[src/rtl/ascii_to_morse.sv]
// -----------------------------------------------------------------------------
// ascii_to_morse
//
// Character-serial Morse code transmitter. A host writes ASCII characters into
// a small FIFO; an engine pops them one at a time and keys them onto a single
// output line as International Morse. Timing is in dot units of PRESCALER
// clock cycles.
//
// Parameters
//   PRESCALER  clock cycles per Morse unit (one dot), >= 2
//   DEPTH      FIFO depth in characters, power of two, >= 2
//
// Ports
//   clk        system clock, rising edge
//   arst_n     synchronous reset, active HIGH despite the name
//   write_en   write strobe, one character per cycle
//   ascii_in   character to enqueue, sampled with write_en
//   full       FIFO holds DEPTH characters (registered)
//   morse_out  keyed output, 1 = tone on (registered)
//
// Accepted characters: A-Z, a-z (sent as upper case), 0-9 and space. Anything
// else is dropped at the write port and never occupies a FIFO slot.
// -----------------------------------------------------------------------------
module ascii_to_morse #(
   parameter int PRESCALER = 50_000_000,
   parameter int DEPTH     = 16
) (
   input  logic       clk,
   input  logic       arst_n,
   input  logic       write_en,
   input  logic [7:0] ascii_in,
   output logic       full,
   output logic       morse_out
);

   localparam int UW = (PRESCALER > 1) ? $clog2(PRESCALER) : 1;
   localparam int AW = (DEPTH > 1) ? $clog2(DEPTH) : 1;

   localparam logic [UW-1:0] UNIT_LAST = UW'(PRESCALER - 1);
   localparam logic [AW:0]   CNT_FULL  = (AW + 1)'(DEPTH);

   typedef enum logic [1:0] {
      IDLE,
      MARK,
      GAP
   } state_t;

   // Element code is left-aligned: bit 4 is the first element sent,
   // 1 = dash, 0 = dot. len = 0 marks "no pattern" (space / unused).
   typedef struct packed {
      logic [2:0] len;
      logic [4:0] code;
   } morse_t;

   // The port is named like an async active-low reset, but it is a
   // synchronous active-high reset.
   logic rst;
   assign rst = arst_n;

   // --------------------------------------------------------------------------
   // Character helpers
   // --------------------------------------------------------------------------
   function automatic logic [7:0] to_upper(input logic [7:0] c);
      if (c >= "a" && c <= "z") return c - 8'd32;
      return c;
   endfunction

   function automatic logic is_accepted(input logic [7:0] c);
      logic [7:0] u;
      u = to_upper(c);
      return (u >= "A" && u <= "Z") || (c >= "0" && c <= "9") || (c == " ");
   endfunction

   function automatic morse_t morse_rom(input logic [7:0] u);
      case (u)
         "A":     return '{3'd2, 5'b01000};  // .-
         "B":     return '{3'd4, 5'b10000};  // -...
         "C":     return '{3'd4, 5'b10100};  // -.-.
         "D":     return '{3'd3, 5'b10000};  // -..
         "E":     return '{3'd1, 5'b00000};  // .
         "F":     return '{3'd4, 5'b00100};  // ..-.
         "G":     return '{3'd3, 5'b11000};  // --.
         "H":     return '{3'd4, 5'b00000};  // ....
         "I":     return '{3'd2, 5'b00000};  // ..
         "J":     return '{3'd4, 5'b01110};  // .---
         "K":     return '{3'd3, 5'b10100};  // -.-
         "L":     return '{3'd4, 5'b01000};  // .-..
         "M":     return '{3'd2, 5'b11000};  // --
         "N":     return '{3'd2, 5'b10000};  // -.
         "O":     return '{3'd3, 5'b11100};  // ---
         "P":     return '{3'd4, 5'b01100};  // .--.
         "Q":     return '{3'd4, 5'b11010};  // --.-
         "R":     return '{3'd3, 5'b01000};  // .-.
         "S":     return '{3'd3, 5'b00000};  // ...
         "T":     return '{3'd1, 5'b10000};  // -
         "U":     return '{3'd3, 5'b00100};  // ..-
         "V":     return '{3'd4, 5'b00010};  // ...-
         "W":     return '{3'd3, 5'b01100};  // .--
         "X":     return '{3'd4, 5'b10010};  // -..-
         "Y":     return '{3'd4, 5'b10110};  // -.--
         "Z":     return '{3'd4, 5'b11000};  // --..
         "0":     return '{3'd5, 5'b11111};  // -----
         "1":     return '{3'd5, 5'b01111};  // .----
         "2":     return '{3'd5, 5'b00111};  // ..---
         "3":     return '{3'd5, 5'b00011};  // ...--
         "4":     return '{3'd5, 5'b00001};  // ....-
         "5":     return '{3'd5, 5'b00000};  // .....
         "6":     return '{3'd5, 5'b10000};  // -....
         "7":     return '{3'd5, 5'b11000};  // --...
         "8":     return '{3'd5, 5'b11100};  // ---..
         "9":     return '{3'd5, 5'b11110};  // ----.
         default: return '{3'd0, 5'b00000};
      endcase
   endfunction

   // --------------------------------------------------------------------------
   // FIFO
   // --------------------------------------------------------------------------
   logic [7:0]    fifo_mem [DEPTH];
   logic [AW-1:0] wr_ptr;
   logic [AW-1:0] rd_ptr;
   logic [AW:0]   count;
   logic [AW:0]   count_next;
   logic          push;
   logic          pop;
   logic          empty;

   state_t        state;
   state_t        state_next;

   assign empty = (count == '0);
   // A write while full is dropped even if the engine pops in the same cycle.
   assign push  = write_en && !full && is_accepted(ascii_in);
   assign pop   = (state == IDLE) && !empty;

   // NOTE: storage has no reset; occupancy is tracked by the pointers and
   // count, so stale entries are never read.
   always_ff @(posedge clk) begin
      if (push) fifo_mem[wr_ptr] <= ascii_in;
   end

   // NOTE: every default is assigned first so no path leaves a variable
   // unassigned, which would otherwise infer a latch.
   always_comb begin
      count_next = count;
      case ({push, pop})
         2'b10:   count_next = count + 1'b1;
         2'b01:   count_next = count - 1'b1;
         default: count_next = count;
      endcase
   end

   // NOTE: clocked state uses non-blocking assignments so every register
   // samples pre-edge values regardless of block ordering.
   always_ff @(posedge clk) begin
      if (rst) begin
         wr_ptr <= '0;
         rd_ptr <= '0;
         count  <= '0;
         full   <= 1'b0;
      end else begin
         if (push) wr_ptr <= wr_ptr + 1'b1;
         if (pop)  rd_ptr <= rd_ptr + 1'b1;
         count <= count_next;
         full  <= (count_next == CNT_FULL);
      end
   end

   // Head-of-queue character, decoded for the engine.
   logic [7:0] head_char;
   morse_t     head_sym;
   logic       head_space;

   assign head_char  = to_upper(fifo_mem[rd_ptr]);
   assign head_sym   = morse_rom(head_char);
   assign head_space = (head_char == " ");

   // --------------------------------------------------------------------------
   // Engine timing
   // --------------------------------------------------------------------------
   logic [UW-1:0] unit_cnt;    // cycle within the current unit
   logic [2:0]    units_left;  // units remaining in the current span
   logic [2:0]    elems_left;  // elements not yet fully sent
   logic [4:0]    pattern;     // bit 4 = current / next element
   logic          unit_end;
   logic          span_done;
   logic          morse_d;

   assign unit_end  = (unit_cnt == UNIT_LAST);
   assign span_done = unit_end && (units_left == 3'd1);

   // State register
   always_ff @(posedge clk) begin
      if (rst) state <= IDLE;
      else     state <= state_next;
   end

   // Next-state logic
   always_comb begin
      state_next = state;
      case (state)
         IDLE:    if (pop) state_next = head_space ? GAP : MARK;
         MARK:    if (span_done) state_next = GAP;
         GAP:     if (span_done) state_next = (elems_left == 3'd0) ? IDLE : MARK;
         default: state_next = IDLE;
      endcase
   end

   // Output logic; registered below so the key line is glitch-free.
   always_comb begin
      morse_d = (state == MARK);
   end

   always_ff @(posedge clk) begin
      if (rst) morse_out <= 1'b0;
      else     morse_out <= morse_d;
   end

   // Span counters, reloaded on every state entry.
   always_ff @(posedge clk) begin
      if (rst) begin
         unit_cnt   <= '0;
         units_left <= '0;
         elems_left <= '0;
         pattern    <= '0;
      end else begin
         case (state)
            IDLE: begin
               if (pop) begin
                  if (head_space) begin
                     // The IDLE cycle that pops a space already counts as low
                     // time, so its 4-unit gap starts one cycle into the unit.
                     // This keeps each space at exactly 4 units.
                     pattern    <= '0;
                     elems_left <= 3'd0;
                     units_left <= 3'd4;
                     unit_cnt   <= UW'(1);
                  end else begin
                     pattern    <= head_sym.code;
                     elems_left <= head_sym.len;
                     units_left <= head_sym.code[4] ? 3'd3 : 3'd1;
                     unit_cnt   <= '0;
                  end
               end
            end
            MARK: begin
               if (span_done) begin
                  unit_cnt   <= '0;
                  units_left <= (elems_left == 3'd1) ? 3'd3 : 3'd1;
                  elems_left <= elems_left - 3'd1;
                  pattern    <= pattern << 1;
               end else if (unit_end) begin
                  unit_cnt   <= '0;
                  units_left <= units_left - 3'd1;
               end else begin
                  unit_cnt   <= unit_cnt + 1'b1;
               end
            end
            GAP: begin
               if (span_done) begin
                  unit_cnt   <= '0;
                  units_left <= pattern[4] ? 3'd3 : 3'd1;
               end else if (unit_end) begin
                  unit_cnt   <= '0;
                  units_left <= units_left - 3'd1;
               end else begin
                  unit_cnt   <= unit_cnt + 1'b1;
               end
            end
            default: begin
               unit_cnt <= '0;
            end
         endcase
      end
   end

endmodule

[config.mk]
export PLATFORM = sky130hd
export DESIGN_NAME = ascii_to_morse
export DESIGN_NICKNAME = d
export VERILOG_FILES = /design/src/rtl/ascii_to_morse.sv
export SDC_FILE = /design/constraint.sdc
export NUM_CORES = 1
export LEC_CHECK = 0
export CORE_ASPECT_RATIO = 0.8
export CORE_MARGIN = 2
export CORE_UTILIZATION = 68
export DETAILED_ROUTE_END_ITERATION = 7
export GPL_ROUTABILITY_DRIVEN = 0
export PLACE_DENSITY = 0.86
export SYNTH_ARGS = -nofsm -noshare
export SYNTH_HDL_FRONTEND = slang
export SYNTH_SLANG_ARGS = --single-unit
[constraint.sdc]
create_clock -name clk -period 10.4 [get_ports clk]
set_input_delay 2.08 -clock clk [delete_from_list [all_inputs] [get_ports clk]]
set_output_delay 2.08 -clock clk [all_outputs]
set_load 0.05 [all_outputs]
==> results of run 1 <==
[layout make-up]
type | instances | area, µm²
Clock buffer | 24 | 461.7
Multi-Input combinational cell | 476 | 3649
Fill cell | 806 | 3178
Clock inverter | 8 | 75.07
Timing Repair Buffer | 18 | 165.2
Inverter | 31 | 116.4
Sequential cell | 186 | 5006
Tap cell | 175 | 219.0
[sequential cells by signal (all words and copies together), names as in the netlist, 2 cells and up, named ones only]
register and count:
count 5, elems_left 3, fifo_mem 128, pattern 5
rd_ptr 4, state 2, unit_cnt 26, units_left 3
wr_ptr 4
[stage by stage]
stage / area (µm²) / power (mW) / util (%)
after floorplan: 8969 / 1.551 / -
after global placement: 9150 / 1.672 / 71.10
after detailed placement: 9150 / 1.720 / 71.10
after CTS: 9687 / 2.329 / 75.27
after global routing: 9692 / 2.459 / 75.31
final: 9692 / 2.352 / 75.31
[placed cells by master (no fill, tap or decap), drive strengths merged, types with 4 or more instances in the layout]
cell           instances
clkinv                 5
or3                    5
nand4                  8
xnor2                 10
a22oi                  6
o22ai                  9
a211oi                 7
xor2                  19
edfxtp               128
a221oi                 6
clkbuf                24
ha                    28
mux4                  26
nand2b                 8
nor2b                 10
nor3                  15
nand3                  7
buf                    6
and4                   4
nand2                 47
dfxtp                 58
inv                   32
a22o                   4
and2                   4
o21ai                 26
and3                  11
clkdlybuf4s50         12
nor2                  91
a21oi                 29
a21o                   5
mux2                  10
a31oi                  9
mux2i                 24
[final timing paths]
kind	endpoint	slack [ns]	from
setup / recovery	full	3.78	ascii_in[6]
hold / removal	pattern[1]	0.49	pattern[0]
setup reg to reg	pattern[4]	6.04	register
hold reg to reg	pattern[1]	0.49	pattern[0]
[layer usage]
layer | global-route usage (%) | up-vias | share of wire, %
met1 | 44.73 | 3102 | 41
met4 | 10.98 | 0 | 2.3
met2 | 47.34 | 409 | 46
met5 | 0 | - | 0
met3 | 5.721 | 55 | 10
li1 | - | 2745 | -
[power groups by stage]
| stage | clock network [mW] | registers, mW | logic (mW) |
|---|---|---|---|
| 6_report | 0.602 | 0.867 | 0.884 |
| 3_3_place_gp | 0 | 0.876 | 0.796 |
| 4_1_cts | 0.602 | 0.866 | 0.861 |
| 2_1_floorplan | 0 | 0.872 | 0.679 |
| 5_1_grt | 0.627 | 0.871 | 0.961 |
| 3_5_place_dp | 0 | 0.880 | 0.840 |
[cell families (layout without fill, tap and decap cells)]
logic type | count (synthesis) | in the layout
AOI/OAI and AO/OA | 134 | 134
and+or+nand+nor | 225 | 225
buffers and inverters | 63 | 81
adders and majority gates | 28 | 28
xor gates and xnor gates | 29 | 29
muxes | 60 | 60
DFF | 186 | 186
[worst reg2reg max path, delay by kind of cell (launching register included)]
family / cells / cell delay [ns]
flip-flops: 1 / 0.32
AND/OR/NAND/NOR: 1 / 0.23
adder cells (fa/ha/maj): 1 / 0.29
AO/OA/AOI/OAI: 8 / 2.36
buffers and inverters: 2 / 0.57
multiplexers: 1 / 0.41
==> reports/qor.yml, run 1 <==
outcome: "finished, final reports clean"
antenna_found_initial: 0
cp_cell_sequence: "clkdlybuf4s50_1, inv_1, ha_1, nor2_1, nor2_1, a21oi_1, o211ai_1, a211oi_1, inv_1, ha_1, xor2_1, ha_1, a21o_1, nand2_1, a21oi_1, a221oi_1, or3_1, a21oi_1, and4_1"
p_clk_share_pct: 25.6
synth.area.top_cells: "edfxtp_1 (43%), dfxtp_1 (13%), mux4_2 (5.0%), ha_1 (3.9%), nor2_1 (3.7%)"
yosys.area.top_type_share_pct: 42.86
final-setup-viol-count: 0
via_count: 6311
slew_headroom_pct: 8.165
globalRouteOverflowTotal: 0
critPathSlowestCell: "clkdlybuf4s50_1"
yosys.area_share.adder_pct: 3.906
cp_top_family: "compound AO/OA/AOI/OAI gates"
num_rows: 37
synth_xor_area_share_pct: 2.832
grt_pass1_vias: 6000
async_flop_share_pct: 0
clk_latency_ns: 0.43
critical_path.max_fanout: 19
pre_cts_slack_ns: 3.627
cts_buffers: 17
drv_slew: 0
vdd_drop_max_v: 0.0002096
synth_ff_type: "edfxtp_1"
clk_pin_slew_ns: 0.06
final_hold_viol_count: 0
clock_tree.root_cell: "clkbuf_16"
p_seq_share_pct: 36.9
period_share_pct: 63.64
dp_cells: 886
area_growth_pct: 8.064
diodes: 0
path_class: "input port to register"
period_needed_ns: 6.619
wl_per_cell_um: 22.91
wl_um: 21030
yosysMostFrequentCell: "edfxtp_1"
ys_ff_latch: 186
fin_ws_ns: 3.781
crit_required_ns: 10.77
synth_compound_area_share_pct: 10.73
hold_path_depth: 2
timing.fmax_mhz: 151.1
syn_avg_cell_area_um2: 12.37
synthTopCellsByCount: "edfxtp_1 (128), nor2_1 (89), dfxtp_1 (58), nand2_1 (46)"
hpwl_um: 13250
holdWs_ns: 0.4877
track_usage_pct: 30.82
port_buffers: 12
startpoint_type: "input port"
pin_count: 13
cts_tree: "yes"
die_area_um2: 14130
hold_path.class: "register to register"
rr_worst_depth: 13
clock_skew_ns: 0.009884
p_per_area_nw_per_um2: 242.7
fin_nets: 769
path_buf_inv: 3
p_sw_mw: 0.8622
grt_setup_unrepaired: "false"
synth_nets: 764
ctsHoldBuffers: 0
ant_nets: 0
synth.largest_area_cell: "edfxtp_1"
routed_via_density: 6.875
die_x_um: 132.4
die_h_um: 106.7
fin_setup_tns_ns: 0
comb_power_share_pct: 37.6
first_pass_iters: 6
worst_pin_slew_ns: 1.367
yosysWarnings: 0
ys_seq_area_share_pct: 55.80
cap_viol_max_count: 0
initial_utilization_pct: 69.69
synth_edf_count: 128
drc: 0
leakagePower_nw: 3.335
core-area_um2: 12870
postCtsSetupBuffers: 0
p_int_mw: 1.490
cts_max_level: 4
grt_max_degree: 35
synth_top_family_by_area: "simple AND/OR/NAND/NOR gates"
drtIter0Drc: 910
synth_cells: 725
cp.depth: 19
cts_sinks: 186
arrival_ns: 6.99
grt_pass1_wl_um: 32620
instances_no_fill: 918
cp_slowest_stage_delay_ns: 0.91
syn_area_um2: 8969
drive_gt1_share_pct: 11.84
synth-simple-area-share_pct: 12.44
sw_frac_of_total_pct: 36.66
synth.area.mux_share_pct: 10.71
cts_resized: 0
endpoint_kind: "register"
yosys.cell_types.count: 80
clock_path_buffers: 2
(Power assumes the default switching activity.)
==> inputs of run 2 (changes only) <==
Settings changed: CORE_UTILIZATION 68 to 63, PLACE_DENSITY 0.86 to 0.8.
Clock period 10.4 ns to 6.15 ns, I/O delays scaled along.
==> run 2 against run 1 <==
Effect of this change:
- hold slack improved by 0.0021 ns
- critical path depth rose by 1
- via count fell by 4.0%
- wire length fell by 8.0%
- combinational power rose by 64%
- largest cell class unchanged
- flip-flop and latch count did not move
- first-iteration DRC count fell by 5.7%
- sequential power rose by 71%
- non-clock buffer count rose by 4
- global-route usage fell by 4.1 points
- highest routed layer unchanged
==> reports/qor.yml, run 2 (same netlist as run 1, synthesis figures left out) <==
outcome: "finished, final reports clean"
largest_register: "fifo_mem"
comb_power_share_pct: 36.8  # -0.8 points
die_h_um: 110.7  # +3.7%
path_class: "input port to register"
grt_pass1_wl_um: 30510  # -6.5%
die_area_um2: 15210  # +7.7%
ctsHoldBuffers: 0  # unchanged
grt_setup_unrepaired: "false"
drive_gt1_share_pct: 11.81  # -0.032 points
final_hold_viol_count: 0  # unchanged
hold_path_depth: 2  # unchanged
cp_cell_sequence: "clkdlybuf4s50_1, inv_1, ha_1, nor2_1, nor2_1, a21oi_1, o211ai_1, a211oi_1, buf_4, inv_1, ha_1, xor2_1, ha_1, a21o_1, nand2_1, a21oi_1, a221oi_1, or3_1, a21oi_1, and4_1"
startpoint_type: "input port"
endpoint_kind: "register"
drc: 0  # unchanged
period_share_pct: 83.38
cts_resized: 0  # unchanged
grt_pass1_vias: 5845  # -2.6%
drtIter0Drc: 858  # -5.7%
clk_latency_ns: 0.42  # about the same
core-area_um2: 13740  # +6.8%
postCtsSetupBuffers: 0  # unchanged
wl_per_cell_um: 20.92  # -8.7%
clock_tree.root_cell: "clkbuf_16"
ant_nets: 0  # unchanged
vdd_drop_max_v: 0.0003708  # +77%
slew_headroom_pct: 16.75  # +8.6 points
sw_frac_of_total_pct: 35.57  # -1.1 points
p_clk_share_pct: 25.8  # +0.2 points
p_seq_share_pct: 37.5  # +0.6 points
p_sw_mw: 1.403  # +63%
clock_skew_ns: 0.006257  # -0.003627 ns
largest_reg_flops: 128  # unchanged
clk_pin_slew_ns: 0.06  # about the same
track_usage_pct: 26.71  # -4.1 points
via_count: 6058  # -4.0%
fin_nets: 773  # +0.52%
hold_path.class: "register to register"
port_buffers: 12  # unchanged
nFillCells: 896  # +11%
path_buf_inv: 4  # +1
grt_max_degree: 30  # -14%
rr_worst_depth: 12  # -1
fin_setup_tns_ns: 0  # unchanged
p_per_area_nw_per_um2: 405.6  # +67%
hpwl_um: 13010  # -1.8%
die_x_um: 137.4  # +3.8%
arrival_ns: 5.49  # -1.50 ns
layout_common_cells: "edfxtp_1 (128), nor2_1 (89), dfxtp_1 (57), nand2_1 (46)"
clock_path_buffers: 2  # unchanged
holdWs_ns: 0.4898  # +0.002054 ns
layout_commonest_cell: "edfxtp_1"
fin_ws_ns: 1.022  # -2.759 ns
globalRouteOverflowTotal: 0  # unchanged
cts_sinks: 186  # unchanged
area_growth_pct: 8.440
timing.fmax_mhz: 195.0
cap_viol_max_count: 0  # unchanged
worst_pin_slew_ns: 1.244  # -0.1228 ns
pin_count: 13  # unchanged
p_int_mw: 2.541  # +71%
critical_path.max_fanout: 19  # unchanged
routed_via_density: 6.549  # -4.7%
cts_tree: "yes"
cts_max_level: 4  # unchanged
critPathSlowestCell: "clkdlybuf4s50_1"
initial_utilization_pct: 65.27  # -4.4 points
first_pass_iters: 6  # unchanged
leakagePower_nw: 3.350  # +0.45%
reg.largest.list: "fifo_mem (128), unit_cnt (26)"
cp_slowest_stage_delay_ns: 0.87  # -0.04 ns
wl_um: 19350  # -8.0%
cp.depth: 20  # +1
cts_buffers: 17  # unchanged
num_rows: 38  # +2.7%
period_needed_ns: 5.128
antenna_found_initial: 0  # unchanged
final-setup-viol-count: 0  # unchanged
pre_cts_slack_ns: 0.7843  # -2.843 ns
crit_required_ns: 6.51  # -4.26 ns
cp_top_family: "buffers and inverters"
diodes: 0  # unchanged
drv_slew: 0  # unchanged
## run 2: worst register-to-register path: stages, from the launching register on
cell	delay, ns
dfxtp_2	0.61
buf_4	0.43
mux4_2	0.56
mux4_2	0.56
inv_2	0.13
ha_1	0.26
nor2_1	0.05
o21ai_0	0.18
a311o_1	0.30
a41oi_2	0.26
o32ai_1	0.56
a22oi_1	0.15
a21oi_1	0.17
## run 2: path summary, 6_finish.rpt
| check | from | to | slack [ns] |
|---|---|---|---|
| worst max-delay path | ascii_in[6] | full | 1.02 |
| worst min register to register | unit_cnt[25] | unit_cnt[25] | 0.49 |
| worst max register to register | register | pattern[4] | 1.88 |
| worst min-delay path | unit_cnt[25] | unit_cnt[25] | 0.49 |
## run 2: layout make-up
type / instances / area, µm² / share of cell area [%]
clock inverter: 10 / 102.6 / 1.055
sequential: 186 / 5006 / 51.47
inverter: 31 / 116.4 / 1.196
timing repair buffer: 22 / 195.2 / 2.007
clock buffer: 20 / 436.7 / 4.490
tap: 180 / 225.2 / 2.316
multi-input combinational: 476 / 3643 / 37.46
## run 2: stage by stage
stage	total power, mW	util [%]	cell area, µm²	std cells
4_1_cts	3.933	70.78	9726	925
5_1_grt	4.150	70.78	9726	925
6_report	3.944	70.78	9726	925
2_1_floorplan	2.622	-	8969	725
3_5_place_dp	2.908	66.85	9186	895
3_3_place_gp	2.829	66.85	9186	895
## run 2: power groups by stage
| stage | registers (mW) | logic [mW] | clock network [mW] |
|---|---|---|---|
| finish | 1.48 | 1.45 | 1.02 |
| global route | 1.49 | 1.59 | 1.08 |
| CTS | 1.48 | 1.43 | 1.03 |
| detailed placement | 1.50 | 1.41 | 0 |
| global placement | 1.50 | 1.33 | 0 |
| floorplan | 1.47 | 1.15 | 0 |
## run 2: metal layers
metal,GRT usage (%),vias up,share of wire (%)
li1,-,2740,-
met1,39.35,2965,44
met2,40.50,317,46
met3,6.493,36,8.2
met4,6.254,0,1.5
met5,0,-,0
